**src/rtl/multdiv_div_seq_pkg.sv**
```systemverilog
// Shared types and constants for the sequential signed divider.
// Holds the FSM state encoding, iteration bound and an abs helper.
package multdiv_div_seq_pkg;

  localparam int WIDTH = 32;
  localparam int CNT_W = 5;

  localparam logic [CNT_W-1:0] ITER_LAST = 5'd31;

  typedef enum logic [1:0] {
    S_IDLE = 2'd0,
    S_RUN  = 2'd1,
    S_DONE = 2'd2
  } state_e;

  // Magnitude of a two's-complement value, read as unsigned.
  // INT_MIN maps to 0x80000000, which is still correct unsigned.
  function automatic logic [WIDTH-1:0] f_abs(
    input logic [WIDTH-1:0] v
  );
    return v[WIDTH-1] ? (~v + 1'b1) : v;
  endfunction

endpackage

```
**src/rtl/multdiv_div_seq_if.sv**
```systemverilog
// Handshake/data bundle between the multdiv unit and the divider.
// master: drives ctrl_DIV/dividend/divisor; slave: drives result/exception/resultRDY.
interface multdiv_div_seq_if;
  import multdiv_div_seq_pkg::*;

  logic             ctrl_DIV;
  logic [WIDTH-1:0] dividend;
  logic [WIDTH-1:0] divisor;
  logic [WIDTH-1:0] result;
  logic             exception;
  logic             resultRDY;

  modport master (
    output ctrl_DIV,
    output dividend,
    output divisor,
    input  result,
    input  exception,
    input  resultRDY
  );

  modport slave (
    input  ctrl_DIV,
    input  dividend,
    input  divisor,
    output result,
    output exception,
    output resultRDY
  );

endinterface

```
**src/rtl/multdiv_div_seq_counter5b.sv**
```systemverilog
// 5-bit iteration counter: async clear, sync clear, count enable.
// Ports: clk_i, clr_i (async), sclr_i (sync), en_i, cnt_o.
module counter5b
  import multdiv_div_seq_pkg::*;
(
  input  logic             clk_i,
  input  logic             clr_i,
  input  logic             sclr_i,
  input  logic             en_i,
  output logic [CNT_W-1:0] cnt_o
);

  logic [CNT_W-1:0] cnt_q;
  logic [CNT_W-1:0] cnt_d;

  always_comb begin
    cnt_d = cnt_q;
    if (sclr_i)
      cnt_d = '0;
    else if (en_i)
      cnt_d = cnt_q + 1'b1;
  end

  always_ff @(posedge clk_i or posedge clr_i) begin
    if (clr_i)
      cnt_q <= '0;
    else
      cnt_q <= cnt_d;
  end

  assign cnt_o = cnt_q;

endmodule

```
**src/rtl/multdiv_div_seq.sv**
```systemverilog
// Iterative signed 32-bit restoring divider (quotient only, 32 steps).
// Ports: clock, clr (async reset), bus (slave: ctrl_DIV in; result/exception/resultRDY out).
module multdiv_div_seq
  import multdiv_div_seq_pkg::*;
(
  input  logic              clock,
  input  logic              clr,
  multdiv_div_seq_if.slave  bus
);

  state_e           state_q, state_d;
  logic [WIDTH-1:0] a_q, a_d;
  logic [WIDTH-1:0] q_q, q_d;
  logic [WIDTH-1:0] m_q, m_d;
  logic             neg_q, neg_d;
  logic             dz_q, dz_d;
  logic [WIDTH-1:0] res_q, res_d;
  logic             exc_q, exc_d;

  logic             start;
  logic [CNT_W-1:0] cnt;

  logic [WIDTH-1:0] a_sh;
  logic [WIDTH-1:0] q_sh;
  logic [WIDTH:0]   t;
  logic [WIDTH-1:0] a_step;
  logic [WIDTH-1:0] q_step;

  assign start = bus.ctrl_DIV;

  counter5b u_cnt (
    .clk_i  (clock),
    .clr_i  (clr),
    .sclr_i (start),
    .en_i   (state_q == S_RUN),
    .cnt_o  (cnt)
  );

  // Remainder stays below M <= 2^31, so the shifted A fits in WIDTH bits;
  // the extra bit of T is only the borrow.
  always_comb begin
    a_sh   = {a_q[WIDTH-2:0], q_q[WIDTH-1]};
    q_sh   = {q_q[WIDTH-2:0], 1'b0};
    t      = {1'b0, a_sh} - {1'b0, m_q};
    a_step = t[WIDTH] ? a_sh : t[WIDTH-1:0];
    q_step = {q_sh[WIDTH-1:1], ~t[WIDTH]};
  end

  always_comb begin
    state_d = state_q;
    a_d     = a_q;
    q_d     = q_q;
    m_d     = m_q;
    neg_d   = neg_q;
    dz_d    = dz_q;
    res_d   = res_q;
    exc_d   = exc_q;
    if (start) begin
      a_d     = '0;
      q_d     = f_abs(bus.dividend);
      m_d     = f_abs(bus.divisor);
      neg_d   = bus.dividend[WIDTH-1] ^ bus.divisor[WIDTH-1];
      dz_d    = (bus.divisor == '0);
      state_d = S_RUN;
    end else begin
      unique case (state_q)
        S_IDLE: state_d = S_IDLE;
        S_RUN: begin
          a_d = a_step;
          q_d = q_step;
          if (cnt == ITER_LAST) begin
            state_d = S_DONE;
            exc_d   = dz_q;
            if (dz_q)
              res_d = '0;
            else if (neg_q)
              res_d = ~q_step + 1'b1;
            else
              res_d = q_step;
          end
        end
        S_DONE: state_d = S_IDLE;
        default: state_d = S_IDLE;
      endcase
    end
  end

  always_ff @(posedge clock or posedge clr) begin
    if (clr) begin
      state_q <= S_IDLE;
      a_q     <= '0;
      q_q     <= '0;
      m_q     <= '0;
      neg_q   <= 1'b0;
      dz_q    <= 1'b0;
      res_q   <= '0;
      exc_q   <= 1'b0;
    end else begin
      state_q <= state_d;
      a_q     <= a_d;
      q_q     <= q_d;
      m_q     <= m_d;
      neg_q   <= neg_d;
      dz_q    <= dz_d;
      res_q   <= res_d;
      exc_q   <= exc_d;
    end
  end

  assign bus.result    = res_q;
  assign bus.exception = exc_q;
  assign bus.resultRDY = (state_q == S_DONE);

endmodule

```
**src/flat_wrapper.sv**
```systemverilog
// flat-port wrapper written by rule: the top's interface ports become plain ports
module multdiv_div_seq_flat import multdiv_div_seq_pkg::*;
  (clock, clr, bus_ctrl_DIV, bus_dividend, bus_divisor, bus_result, bus_exception, bus_resultRDY);
  multdiv_div_seq_if bus_i ();
  input  logic clock;
  input  logic clr;
  input wire logic [$bits(bus_i.ctrl_DIV)-1:0] bus_ctrl_DIV;
  input wire logic [$bits(bus_i.dividend)-1:0] bus_dividend;
  input wire logic [$bits(bus_i.divisor)-1:0] bus_divisor;
  output wire logic [$bits(bus_i.result)-1:0] bus_result;
  output wire logic [$bits(bus_i.exception)-1:0] bus_exception;
  output wire logic [$bits(bus_i.resultRDY)-1:0] bus_resultRDY;
  assign bus_i.ctrl_DIV = bus_ctrl_DIV;
  assign bus_i.dividend = bus_dividend;
  assign bus_i.divisor = bus_divisor;
  assign bus_result = bus_i.result;
  assign bus_exception = bus_i.exception;
  assign bus_resultRDY = bus_i.resultRDY;
  multdiv_div_seq u_core (.clock(clock), .clr(clr), .bus(bus_i));
endmodule
```
**config.mk**
```make
export PLATFORM = sky130hd
export DESIGN_NAME = multdiv_div_seq_flat
export DESIGN_NICKNAME = d
export VERILOG_FILES = /design/src/rtl/multdiv_div_seq_pkg.sv /design/src/rtl/multdiv_div_seq_if.sv /design/src/rtl/multdiv_div_seq_counter5b.sv /design/src/rtl/multdiv_div_seq.sv /design/src/flat_wrapper.sv
export SDC_FILE = /design/constraint.sdc
export NUM_CORES = 1
export LEC_CHECK = 0
export CAP_MARGIN = 5
export CORE_MARGIN = 4
export CORE_UTILIZATION = 40
export DETAILED_ROUTE_END_ITERATION = 7
export SYNTH_ARGS = -nofsm -noshare
export SYNTH_HDL_FRONTEND = slang
export SYNTH_SLANG_ARGS = --single-unit
```
**constraint.sdc**
```tcl
create_clock -name clock -period 6.3 [get_ports clock]
set_clock_uncertainty 0.1 [all_clocks]
set_input_delay 0.945 -clock clock [delete_from_list [all_inputs] [get_ports clock]]
set_output_delay 0.945 -clock clock [all_outputs]
set_load 0.02 [all_outputs]
```
# Word-level counts from Yosys, hierarchy flattened
# Index checks and enable logic that the tools add are counted.
[totals]
mem_bits_rw = 0
in_bits = 67
mem_bits_ro = 0
elab_cells = 41
out_inout_bits = 34
ff_bits = 137
mem_count = 0
latch_bits = 0
[classes]
eq_ne = 4
addsub = 5
bitwise_logic = 6
reduce_logical = 3
shifts = 0
mul = 0
div = 0
magnitude_cmp = 0
n_mux = 14
[op_table]
columns = ["op", "count"]
rows = [
  ["$mux W32", 6],
  ["$add A32 B1 Y32 const B", 3],
  ["$not A32 Y32", 3],
  ["$mux W31", 3],
  ["$sub A32 B32 Y33", 1],
  ["$logic_not A32 Y1", 1],
  ["$mux W5", 2],
  ["$mux W2", 3],
  ["$add A5 B1 Y5 const B", 1],
  ["$eq A5 B5 Y1 const B", 1],
  ["$ne A3 B2 Y1 const B", 1],
  ["$reduce_and A3 Y1", 1],
  ["$eq A2 B1 Y1 const B", 1],
  ["$eq A2 B2 Y1 const B", 1],
  ["$not A1 Y1", 2],
  ["$reduce_bool A2 Y1", 1],
  ["$xor A1 B1 Y1", 1],
]

# Depth between registers and ports, before layout
# Gate-level depths: netlist (run 1).
[logic_depth]
word_depth = 6
depth_mapped = 21
mapped_depth_nobuf = 18

# By module
# Synthesis (run 1) repeated with hierarchy kept, for this count alone.
[hier_totals]
hier_cells = 1063
hier_area_um2 = 9238.9
[modules_own_cells]
columns = ["mod", "instances", "seq_area_each_um2", "cells_per_inst", "area_per_inst_um2"]
rows = [
  ["multdiv_div_seq", 1, 3303.2, 1040, 8968.6],
  ["counter5b", 1, 125.1, 23, 270.3],
]

# Least setup slack after synthesis (run 1)
# Ideal clock, no wire load.
[synth_timing]
kind = "register to register"
from = "register u_core.a_q[3]"
to = "register u_core.res_q[28] (netlist: u_core.bus.result[28])"
path_buffers = 3
stages_incl_launch_ff = 18
arrival_time_ps = 3936
period_less_slack_ps = 4131
setup_slack_ps = 2169
required_ps = 6104
setup_ps = 96
path_cell_list = "dfrtp_1 ha_1 a21o_1 a21o_1 a31o_2 a311oi_2 a211o_1 a41oi_2 inv_2 buf_2 buf_2 ha_1 nand4_1 or2_2 clkbuf_1 o41ai_1 xor2_1 o31ai_1"
[synth_via]
elab_chain_len = 6
[synth_rtl]
columns = ["element", "line_no", "source"]
rows = [
  ["from (decl)", "multdiv_div_seq.sv:12", "logic [WIDTH-1:0] a_q, a_d;"],
  ["from (signal assigned)", "multdiv_div_seq.sv:91", "a_q <= '0;"],
  ["from (signal assigned)", "multdiv_div_seq.sv:100", "a_q <= a_d;"],
  ["$sub A32 B32 Y33", "multdiv_div_seq.sv:44", "t = {1'b0, a_sh} - {1'b0, m_q};"],
  ["$not A1 Y1", "multdiv_div_seq.sv:46", "q_step = {q_sh[WIDTH-1:1], ~t[WIDTH]};"],
  ["$not A32 Y32", "multdiv_div_seq.sv:77", "res_d = ~q_step + 1'b1;"],
  ["$add A32 B1 Y32", "multdiv_div_seq.sv:77", ""],
  ["$mux W32", "multdiv_div_seq.sv:76", "else if (neg_q)"],
  ["$mux W32", "multdiv_div_seq.sv:74", "if (dz_q)"],
  ["to (signal assigned)", "multdiv_div_seq.sv:105", "res_q <= res_d;"],
  ["to (decl)", "multdiv_div_seq.sv:17", "logic [WIDTH-1:0] res_q, res_d;"],
]
# Every way passes these cells.
# A chain may end at the register's enable or synchronous reset.

# Worst setup path after layout (run 1)
[layout_timing]
from = "register u_core.m_q[4]"
to = "register u_core.res_q[28] (netlist: u_core.bus.result[28])"
[layout_via]
elab_chain_len = 6
[layout_rtl]
columns = ["element", "line_no", "source"]
rows = [
  ["from (decl)", "multdiv_div_seq.sv:14", "logic [WIDTH-1:0] m_q, m_d;"],
  ["from (signal assigned)", "multdiv_div_seq.sv:102", "m_q <= m_d;"],
  ["$sub A32 B32 Y33", "multdiv_div_seq.sv:44", ""],
  ["$not A1 Y1", "multdiv_div_seq.sv:46", ""],
  ["$not A32 Y32", "multdiv_div_seq.sv:77", ""],
  ["$add A32 B1 Y32", "multdiv_div_seq.sv:77", ""],
  ["$mux W32", "multdiv_div_seq.sv:76", ""],
  ["$mux W32", "multdiv_div_seq.sv:74", ""],
]
# Every way passes these cells.

==> results.txt, run 1 <==
----------------------------------------------------
[Outcome]
  Run status ... finished clean

[Detailed routing]
  Met2 layer wire length in the routed design ... slightly below 10 mm
  Met3 wire length ... 1.096 mm
  Highest routing layer actually used ... met4
  Avg WL per Cell ... between 15 and 20 um
  Vias per Instance ... ~5.5
  Detailed-routing wirelength on met1 ... between 10 and 15 mm
  Drt total wl ... roughly 23 mm
  1st-iter DRT viols ... about 580
  Total number of vias ... between 7k and 8k
  Post-route ant nets ... 0
  DR DRC count ... 0
  Detailed Routing Iterations Pass 1 ... 7

[Pwr]
  Total power per unit cell area ... about 220 mW/mm^2
  Sequential share of power ... 0.414
  Int Power ... between 1.5 and 2 mW
  Pwr Total ... 2.417 mW
  Net switching power ... approximately 760 uW
  Maximum vdd drop ... between 0.15 and 0.2 mV
  Static leakage ... between 4 and 5 nW
  Combinational cell fraction of total power ... 0.172
  Clk network pwr share ... 0.414
  Switching Fraction ... 0.3164

[Global routing]
  Overall track demand over capacity in global routing ... 0.1865
  Grt ovf ... 0
  Vias in the first global route ... about 7.4k
  Initial antenna violation count ... 0
  Pin count of the biggest net entering global routing ... 90
  Global-route wire length before repair ... approximately 40 mm

[Yosys]
  Number of enable flip-flop cells after synthesis ... 0
  Synthesized Nets ... roughly 1.2k
  Commonest cells in the synthesized netlist ... sky130_fd_sc_hd__nand2_1, sky130_fd_sc_hd__dfrtp_1, sky130_fd_sc_hd__o21ai_0
  Synth Area per Inst ... ~8.6 um^2
  Fraction of synthesis flops using an asynchronous set or reset pin ... 1.000
  Top cells by area in the synthesized netlist ... sky130_fd_sc_hd__dfrtp_1, sky130_fd_sc_hd__xnor2_1, sky130_fd_sc_hd__nand2_1
  Sequential share of the synthesized area ... 0.3744
  Instance count of the mapped netlist ... about 1.1k
  Mapped Area ... 0.009158 mm^2
  Number of unique standard cell types used by synthesis ... 65
  Synthesized flop and latch total ... 137
  Post-synthesis cell type with the largest combined area ... sky130_fd_sc_hd__dfrtp_1
  Area fraction of the dominant cell type after synthesis ... 0.3744
  Top_reg_cell synth ... sky130_fd_sc_hd__dfrtp_1
  Most instantiated library cell after synthesis ... sky130_fd_sc_hd__nand2_1
  Ys Warns ... 0

[Worst hold path]
  Hold worst-path end ... u_core.bus.result[14]$_DFFE_PP0P_
  Type of the most critical hold path ... flop to flop
  Hold-critical path depth ... 2
  Origin of the worst min-delay path ... u_core.bus.result[14]$_DFFE_PP0P_

[Timing]
  Transition time at the pin with the least slew margin ... 1.163 ns
  Final hold vios ... 0
  Final cycle utilization of the critical path ... 0.6727
  Headroom to the max-slew limit ... 0.2225
  Clock period minus worst slack ... about 4.2 ns
  Maximum frequency from static timing analysis ... 0.2360 GHz
  Setup_tns ... 0 ns
  Number of slew-limit violations in the final report ... 0
  RSZ-0062 raised after global routing ... no
  Final setup violation count ... 0

[Clock tree]
  Clock tree from TritonCTS ... built
  Clock network latency to the later pin of the worst-skew pair ... about 0.42 ns
  Sinks on Clock Net ... 137
  Buffers from clock root to sink, at most ... 2
  H-tree level count ... 4
  Clock root buffer master ... sky130_fd_sc_hd__clkbuf_16
  Inserted Clock Buffers ... 17
  Clock-pin slew reported for the worst setup and hold paths after clock tree synthesis ... 0.07 ns
  CTS-repair resized insts ... 0
  Number of setup buffers added after CTS ... 0
  Hold-fix buffers at CTS ... 0

[Cells and area]
  Filler Cell Count ... between 2k and 2.5k
  Fraction of layout instances using a drive strength above 1 ... 0.05677
  Ant. Diodes ... 0
  Number of cells in the finished layout apart from fillers ... 1430
  Area used by sequential logic in the layout ... 0.003428 mm^2
  Area growth from synthesis to layout ... 19.78%
  Total area of multi-input combinational cells ... about 0.0053 mm^2
  Nets@finish ... about 1.2k
  Final Util ... 0.4860

[Setup path]
  Crit-path max FO ... 37
  Arrival time reported for the critical path endpoint ... about 4.5 ns
  Critical path class ... flop to flop
  Critical path required time ... ~6.5 ns
  Startpoint of the most critical register-to-register path ... u_core.m_q[4]$_DFFE_PP0P_
  Internal reg-to-reg setup slack ... between 2 and 2.5 ns
  CP max stage delay ... ~0.52 ns
  Crit end category ... flop
  Startpoint types ... flop
  Worst Reg-to-Reg Cells ... 16
  Max stage delay cell, worst path ... sky130_fd_sc_hd__a311oi_2
  Ordered list of cells on the worst path ... inv_1 > ha_1 > a21o_1 > a21o_1 > a31o_2 > a311oi_2 > a211o_1 > a41oi_2 > buf_4 > inv_2 > ha_1 > nand4_1 > or2_2 > o41ai_1 > xor2_1 > o31ai_1
  End of the worst register-to-register path ... u_core.bus.result[28]$_DFFE_PP0P_

[Place]
  Detailed placement HPWL ... roughly 17 mm
  Placed cells ... between 1k and 1.5k
  Number of port buffers ... 100
  Global placement routability congestion ... between 0.8 and 0.9

[Die]
  Die footprint ... approximately 0.025 mm^2
  Starting Density ... 0.4057
  Width of the chip ... 159.3 um
  Placeable core region ... roughly 0.023 mm^2
  Standard-cell rows ... 55
  Die Ht ... ~160 um
  I/O pin cnt ... about 100

[Job]
  Number of violations of the max-capacitance limit ... 0

----------------------------------------------------
[power by group through the flow]
stage / combinational [mW] / clock (mW) / sequential (mW)
finish: 0.415 / 1.00 / 1.00
global route: 0.466 / 1.07 / 1.01
CTS: 0.415 / 1.02 / 0.998
detailed placement: 0.412 / 0 / 1.01
global placement: 0.411 / 0 / 1.01
floorplan: 0.285 / 0 / 0.990
[stage by stage]
stage / hold slack, ns / setup WS, ns / instance area [um^2]
finish: 0.3782 / 2.062 / 10970
global route: 0.3902 / 1.723 / 10970
CTS: 0.3855 / 2.041 / 10940
detailed placement: 0.3686 / 2.067 / 10340
global placement: 0.3600 / 2.163 / 10340
floorplan: 0.3875 / 1.587 / 9158
[state kept, by name, indices dropped and copies added (netlist names)]
register	cells
u_core.bus.result	32
u_core.state_q	2
u_core.dz_q	1
u_core.m_q	32
u_core.bus.exception	1
u_core.neg_q	1
u_core.a_q	31
u_core.u_cnt.cnt_o	5
u_core.q_q	32
[worst max-delay path: cells and delay by family, from the launching register on]
family	cells	cell delay, ns
adder cells (fa/ha/maj)	2	0.56
AND/OR/NAND/NOR	2	0.56
buffers and inverters	3	0.44
XOR/XNOR	1	0.12
flip-flops	1	0.35
AO/OA/AOI/OAI	8	2.02
[routing by layer]
layer / global-route usage / up-vias
met4: 0.04181 / 0
met5: 0 / -
met1: 0.2921 / 3725
met2: 0.2699 / 172
met3: 0.02951 / 15
li1: - / 3903
[layout make-up]
type | instances | share of cell area
Sequential cell | 137 | 0.3125
Clock inverter | 15 | 0.01631
Clock buffer | 17 | 0.03878
Tap cell | 285 | 0.03251
Timing Repair Buffer | 109 | 0.09901
Multi-Input combinational cell | 819 | 0.4840
Inverter | 48 | 0.01688
[cell usage in the layout (no fill, tap or decap), types with 5 or more instances in the layout]
cell type                         count
sky130_fd_sc_hd__nand3_1             13
sky130_fd_sc_hd__nor2_1              64
sky130_fd_sc_hd__o211ai_1             6
sky130_fd_sc_hd__nand2b_1            10
sky130_fd_sc_hd__inv_1               46
sky130_fd_sc_hd__o21ai_0            100
sky130_fd_sc_hd__o21ai_1             13
sky130_fd_sc_hd__or3_1               11
sky130_fd_sc_hd__nor4_1               7
sky130_fd_sc_hd__a21o_1              15
sky130_fd_sc_hd__or4_1               10
sky130_fd_sc_hd__a21oi_1             84
sky130_fd_sc_hd__nand4_1              6
sky130_fd_sc_hd__xnor2_1             64
sky130_fd_sc_hd__nor3_1              12
sky130_fd_sc_hd__a31oi_1             24
sky130_fd_sc_hd__inv_8                5
sky130_fd_sc_hd__nor2b_1              5
sky130_fd_sc_hd__xor2_1              55
sky130_fd_sc_hd__o41ai_1             15
sky130_fd_sc_hd__clkbuf_16           17
sky130_fd_sc_hd__buf_4                9
sky130_fd_sc_hd__o31ai_1             28
sky130_fd_sc_hd__ha_1                37
sky130_fd_sc_hd__and3_1              12
sky130_fd_sc_hd__clkdlybuf4s50_1     99
sky130_fd_sc_hd__nand2_1            144
sky130_fd_sc_hd__dfrtp_1            137
sky130_fd_sc_hd__clkinv_8             5
sky130_fd_sc_hd__mux2i_1             33
[how the worst max path moves through the flow]
stage,start,to,slack [ns]
final,u_core.m_q[4]$_DFFE_PP0P_,u_core.bus.result[28]$_DFFE_PP0P_,2.06
after global routing,u_core.m_q[4]$_DFFE_PP0P_,u_core.bus.result[28]$_DFFE_PP0P_,1.72
after CTS,u_core.m_q[4]$_DFFE_PP0P_,u_core.bus.result[28]$_DFFE_PP0P_,2.04
after detailed placement,u_core.a_q[3]$_DFFE_PP0P_,u_core.bus.result[28]$_DFFE_PP0P_,2.07
after global placement,u_core.m_q[4]$_DFFE_PP0P_,u_core.bus.result[30]$_DFFE_PP0P_,2.16
after floorplan,clr,u_core.a_q[0]$_DFFE_PP0P_,1.59
[logic make-up (layout without fill, tap and decap cells)]
| family | Yosys count | after routing | share of synthesized area |
|---|---|---|---|
| AO/OA/AOI/OAI | 319 | 319 | 0.2177 |
| AND/OR/NAND/NOR | 309 | 309 | 0.1571 |
| flip-flops | 137 | 137 | 0.3744 |
| adder cells (fa/ha/maj) | 38 | 38 | 0.05274 |
| XOR/XNOR | 119 | 119 | 0.1138 |
| multiplexers | 34 | 34 | 0.03730 |
| buffers and inverters | 111 | 189 | 0.04700 |
(Power assumes the default switching activity.)
==> run 2: changes to the inputs <==
clock period = 3.45 ns   (was 6.3 ns; I/O delays follow)
==> run 2 against run 1 <==
Compared with the run above: first-iteration DRC count decreased by 18%; combinational power grew 100%; clock-buffer cell count did not move; total power rose by 90%; die area is the same; fmax rose by 24%; worst hold slack worse by 0.0012 ns; highest routed layer unchanged.
==> results.txt, run 2 (synthesis results as in run 1) <==
----------------------------------------------------
[Detailed routing]
  Highest routing layer actually used ... met4
  DR DRC count ... 0 (unchanged)
  1st-iter DRT viols ... 471 (-18%)
  Total number of vias ... 8070 (+3.3%)
  Met2 layer wire length in the routed design ... 10.90 mm (+9.7%)
  Vias per Instance ... 5.380 (-1.6%)
  Avg WL per Cell ... 16.11 um (-1.9%)
  Drt total wl ... 24.17 mm (+2.9%)
  Post-route ant nets ... 0 (unchanged)
  Met3 wire length ... 1.018 mm (-7.1%)
  Detailed-routing wirelength on met1 ... 12.00 mm (-1.9%)
  Detailed Routing Iterations Pass 1 ... 5 (-2)

[Die]
  Starting Density ... 0.4057 (unchanged)
  Die footprint ... 0.02538 mm^2 (unchanged)
  Standard-cell rows ... 55 (unchanged)
  Width of the chip ... 159.3 um (unchanged)
  Placeable core region ... 0.02257 mm^2 (unchanged)
  I/O pin cnt ... 101 (unchanged)
  Die Ht ... 159.3 um (unchanged)

[Setup path]
  Arrival time reported for the critical path endpoint ... 3.61 ns (-0.87 ns)
  Crit end category ... flop
  Startpoint types ... flop
  Max stage delay cell, worst path ... sky130_fd_sc_hd__dfrtp_1
  Endpoint of the most critical setup path ... u_core.bus.result[20]$_DFFE_PP0P_
  Worst Reg-to-Reg Cells ... 17 (+1)
  End of the worst register-to-register path ... u_core.bus.result[20]$_DFFE_PP0P_
  Critical path class ... flop to flop
  Internal reg-to-reg setup slack ... 0.04 ns (-2.03 ns)
  Crit-path max FO ... 5 (-86%)
  Ordered list of cells on the worst path ... inv_2 > ha_4 > fa_2 > nor2b_1 > o21a_1 > a31o_4 > a311oi_4 > a211o_1 > a41oi_4 > inv_2 > ha_4 > nand4_1 > or2_4 > buf_6 > o41ai_4 > xor2_1 > o21ai_1
  Critical path required time ... 3.65 ns (-2.89 ns)
  Launch point of the worst path ... u_core.q_q[31]$_DFFE_PP0P_
  CP max stage delay ... 0.39 ns (-0.13 ns)
  Startpoint of the most critical register-to-register path ... u_core.q_q[31]$_DFFE_PP0P_

[Cells and area]
  Fraction of layout instances using a drive strength above 1 ... 0.1267 (+0.06998)
  Number of cells in the finished layout apart from fillers ... 1500 (+4.9%)
  Final Util ... 0.5185 (+0.03248)
  Ant. Diodes ... 0 (unchanged)
  Post-Layout Inst Area ... 0.01170 mm^2 (+6.7%)
  Most used cells in the layout excluding fill and tap cells ... sky130_fd_sc_hd__nand2_1, sky130_fd_sc_hd__dfrtp_1, sky130_fd_sc_hd__clkdlybuf4s50_1
  Leading cell type in the layout, fill and taps excluded ... sky130_fd_sc_hd__nand2_1
  Filler Cell Count ... 2108 (-2.7%)
  Nets@finish ... 1307 (+5.7%)
  Area growth from synthesis to layout ... 27.79%

[Timing]
  Final hold vios ... 0 (unchanged)
  Worst path setup slack after routing ... 0.03572 ns (-2.026 ns)
  Number of slew-limit violations in the final report ... 0 (unchanged)
  Setup_tns ... 0 ns (unchanged)
  Transition time at the pin with the least slew margin ... 1.044 ns (-0.1188 ns)
  RSZ-0062 raised after global routing ... yes
  Final setup violation count ... 0 (unchanged)
  Worst hold slack after final layout ... 0.3770 ns (-0.001206 ns)
  Final cycle utilization of the critical path ... 0.9896 (+0.3170)
  Maximum frequency from static timing analysis ... 0.2929 GHz (+24%)
  Clock period minus worst slack ... 3.414 ns (-0.8235 ns)
  Headroom to the max-slew limit ... 0.3019 (+0.07946)

[Clock tree]
  Clock root buffer master ... sky130_fd_sc_hd__clkbuf_16
  Sinks on Clock Net ... 137 (unchanged)
  Clock network latency to the later pin of the worst-skew pair ... 0.43 ns (about the same)
  H-tree level count ... 4 (unchanged)
  Hold-fix buffers at CTS ... 0 (unchanged)
  Clock tree from TritonCTS ... built
  Inserted Clock Buffers ... 17 (unchanged)
  Buffers from clock root to sink, at most ... 2 (unchanged)
  Clock-pin slew reported for the worst setup and hold paths after clock tree synthesis ... 0.07 ns (about the same)

[Pwr]
  Static leakage ... 5.100 nW (+8.3%)
  Pwr Total ... 4.603 mW (+90%)
  Total power per unit cell area ... 393.3 mW/mm^2 (+78%)
  Maximum vdd drop ... 0.3282 mV (+100%)

[Place]
  Place WS ... -0.1310 ns (-2.198 ns)
  Global placement routability congestion ... 0.8642 (+0.95%)
  Placed cells ... 1458 (+4.4%)
  Detailed placement HPWL ... 17.59 mm (+5.6%)
  Number of port buffers ... 100 (unchanged)
  Cell Area, Placed ... 0.01092 mm^2 (+5.7%)

[Global routing]
  Overall track demand over capacity in global routing ... 0.1918 (+0.005245)
  Initial antenna violation count ... 0 (unchanged)
  Global-route wire length before repair ... 40.47 mm (+2.3%)
  Vias in the first global route ... 7866 (+6.5%)
  Grt ovf ... 0 (unchanged)
  Pin count of the biggest net entering global routing ... 62 (-31%)

[Job]
  Number of violations of the max-capacitance limit ... 0 (unchanged)

[Worst hold path]
  Origin of the worst min-delay path ... u_core.bus.result[0]$_DFFE_PP0P_
  Type of the most critical hold path ... flop to flop

[Outcome]
  Run status ... finished clean

----------------------------------------------------
run 2: worst max-delay path: cells and delay by family, from the launching register on:
kind	cells	cell delay, ns
flip-flops	1	0.39
AND/OR/NAND/NOR	3	0.51
AO/OA/AOI/OAI	7	1.30
XOR/XNOR	1	0.17
adder cells (fa/ha/maj)	3	0.47
buffers and inverters	3	0.34
run 2: power breakdown:
group / total [mW] / internal (mW) / switching [mW] / leakage [nW]
logic: 0.843 / 0.399 / 0.445 / 3.04
registers: 1.82 / 1.70 / 0.120 / 1.76
clock network: 1.94 / 1.11 / 0.824 / 0.304
total: 4.60 / 3.21 / 1.39 / 5.10
run 2: how the worst min path moves through the flow:
stage,endpoint,slack [ns],depth (start not counted)
after floorplan,u_core.m_q[0]$_DFFE_PP0P_,0.39,1
after global placement,u_core.bus.result[15]$_DFFE_PP0P_,0.36,2
after detailed placement,u_core.bus.result[0]$_DFFE_PP0P_,0.37,2
after CTS,u_core.state_q[1]$_DFFE_PP0P_,0.39,2
after global routing,u_core.bus.exception$_DFFE_PP0P_,0.41,2
final,u_core.bus.result[0]$_DFFE_PP0P_,0.38,2
run 2: final cells by class:
class | count | area (um^2) | share of cell area
Inverter | 48 | 183.9 | 0.01572
Clock buffer | 17 | 425.4 | 0.03635
Multi-Input combinational cell | 819 | 5480 | 0.4683
Clock inverter | 15 | 195.2 | 0.01668
Tap cell | 285 | 356.6 | 0.03047
Timing Repair Buffer | 179 | 1633 | 0.1395
Sequential cell | 137 | 3428 | 0.2930
run 2: per-layer routing:
metal  up-vias  global-route usage
met2       178              0.3031
met3        21             0.03029
li1       4062                   -
met4         0             0.04734
met1      3809              0.2767
met5         -                   0
run 2: what timing repair did:
action,in CTS,in global routing
gates resized for setup,4,14
cloned,0,0
buffers inserted,4,6
hold endpoints to repair,0,0
setup endpoints to repair,6,12
pin swaps,7,6
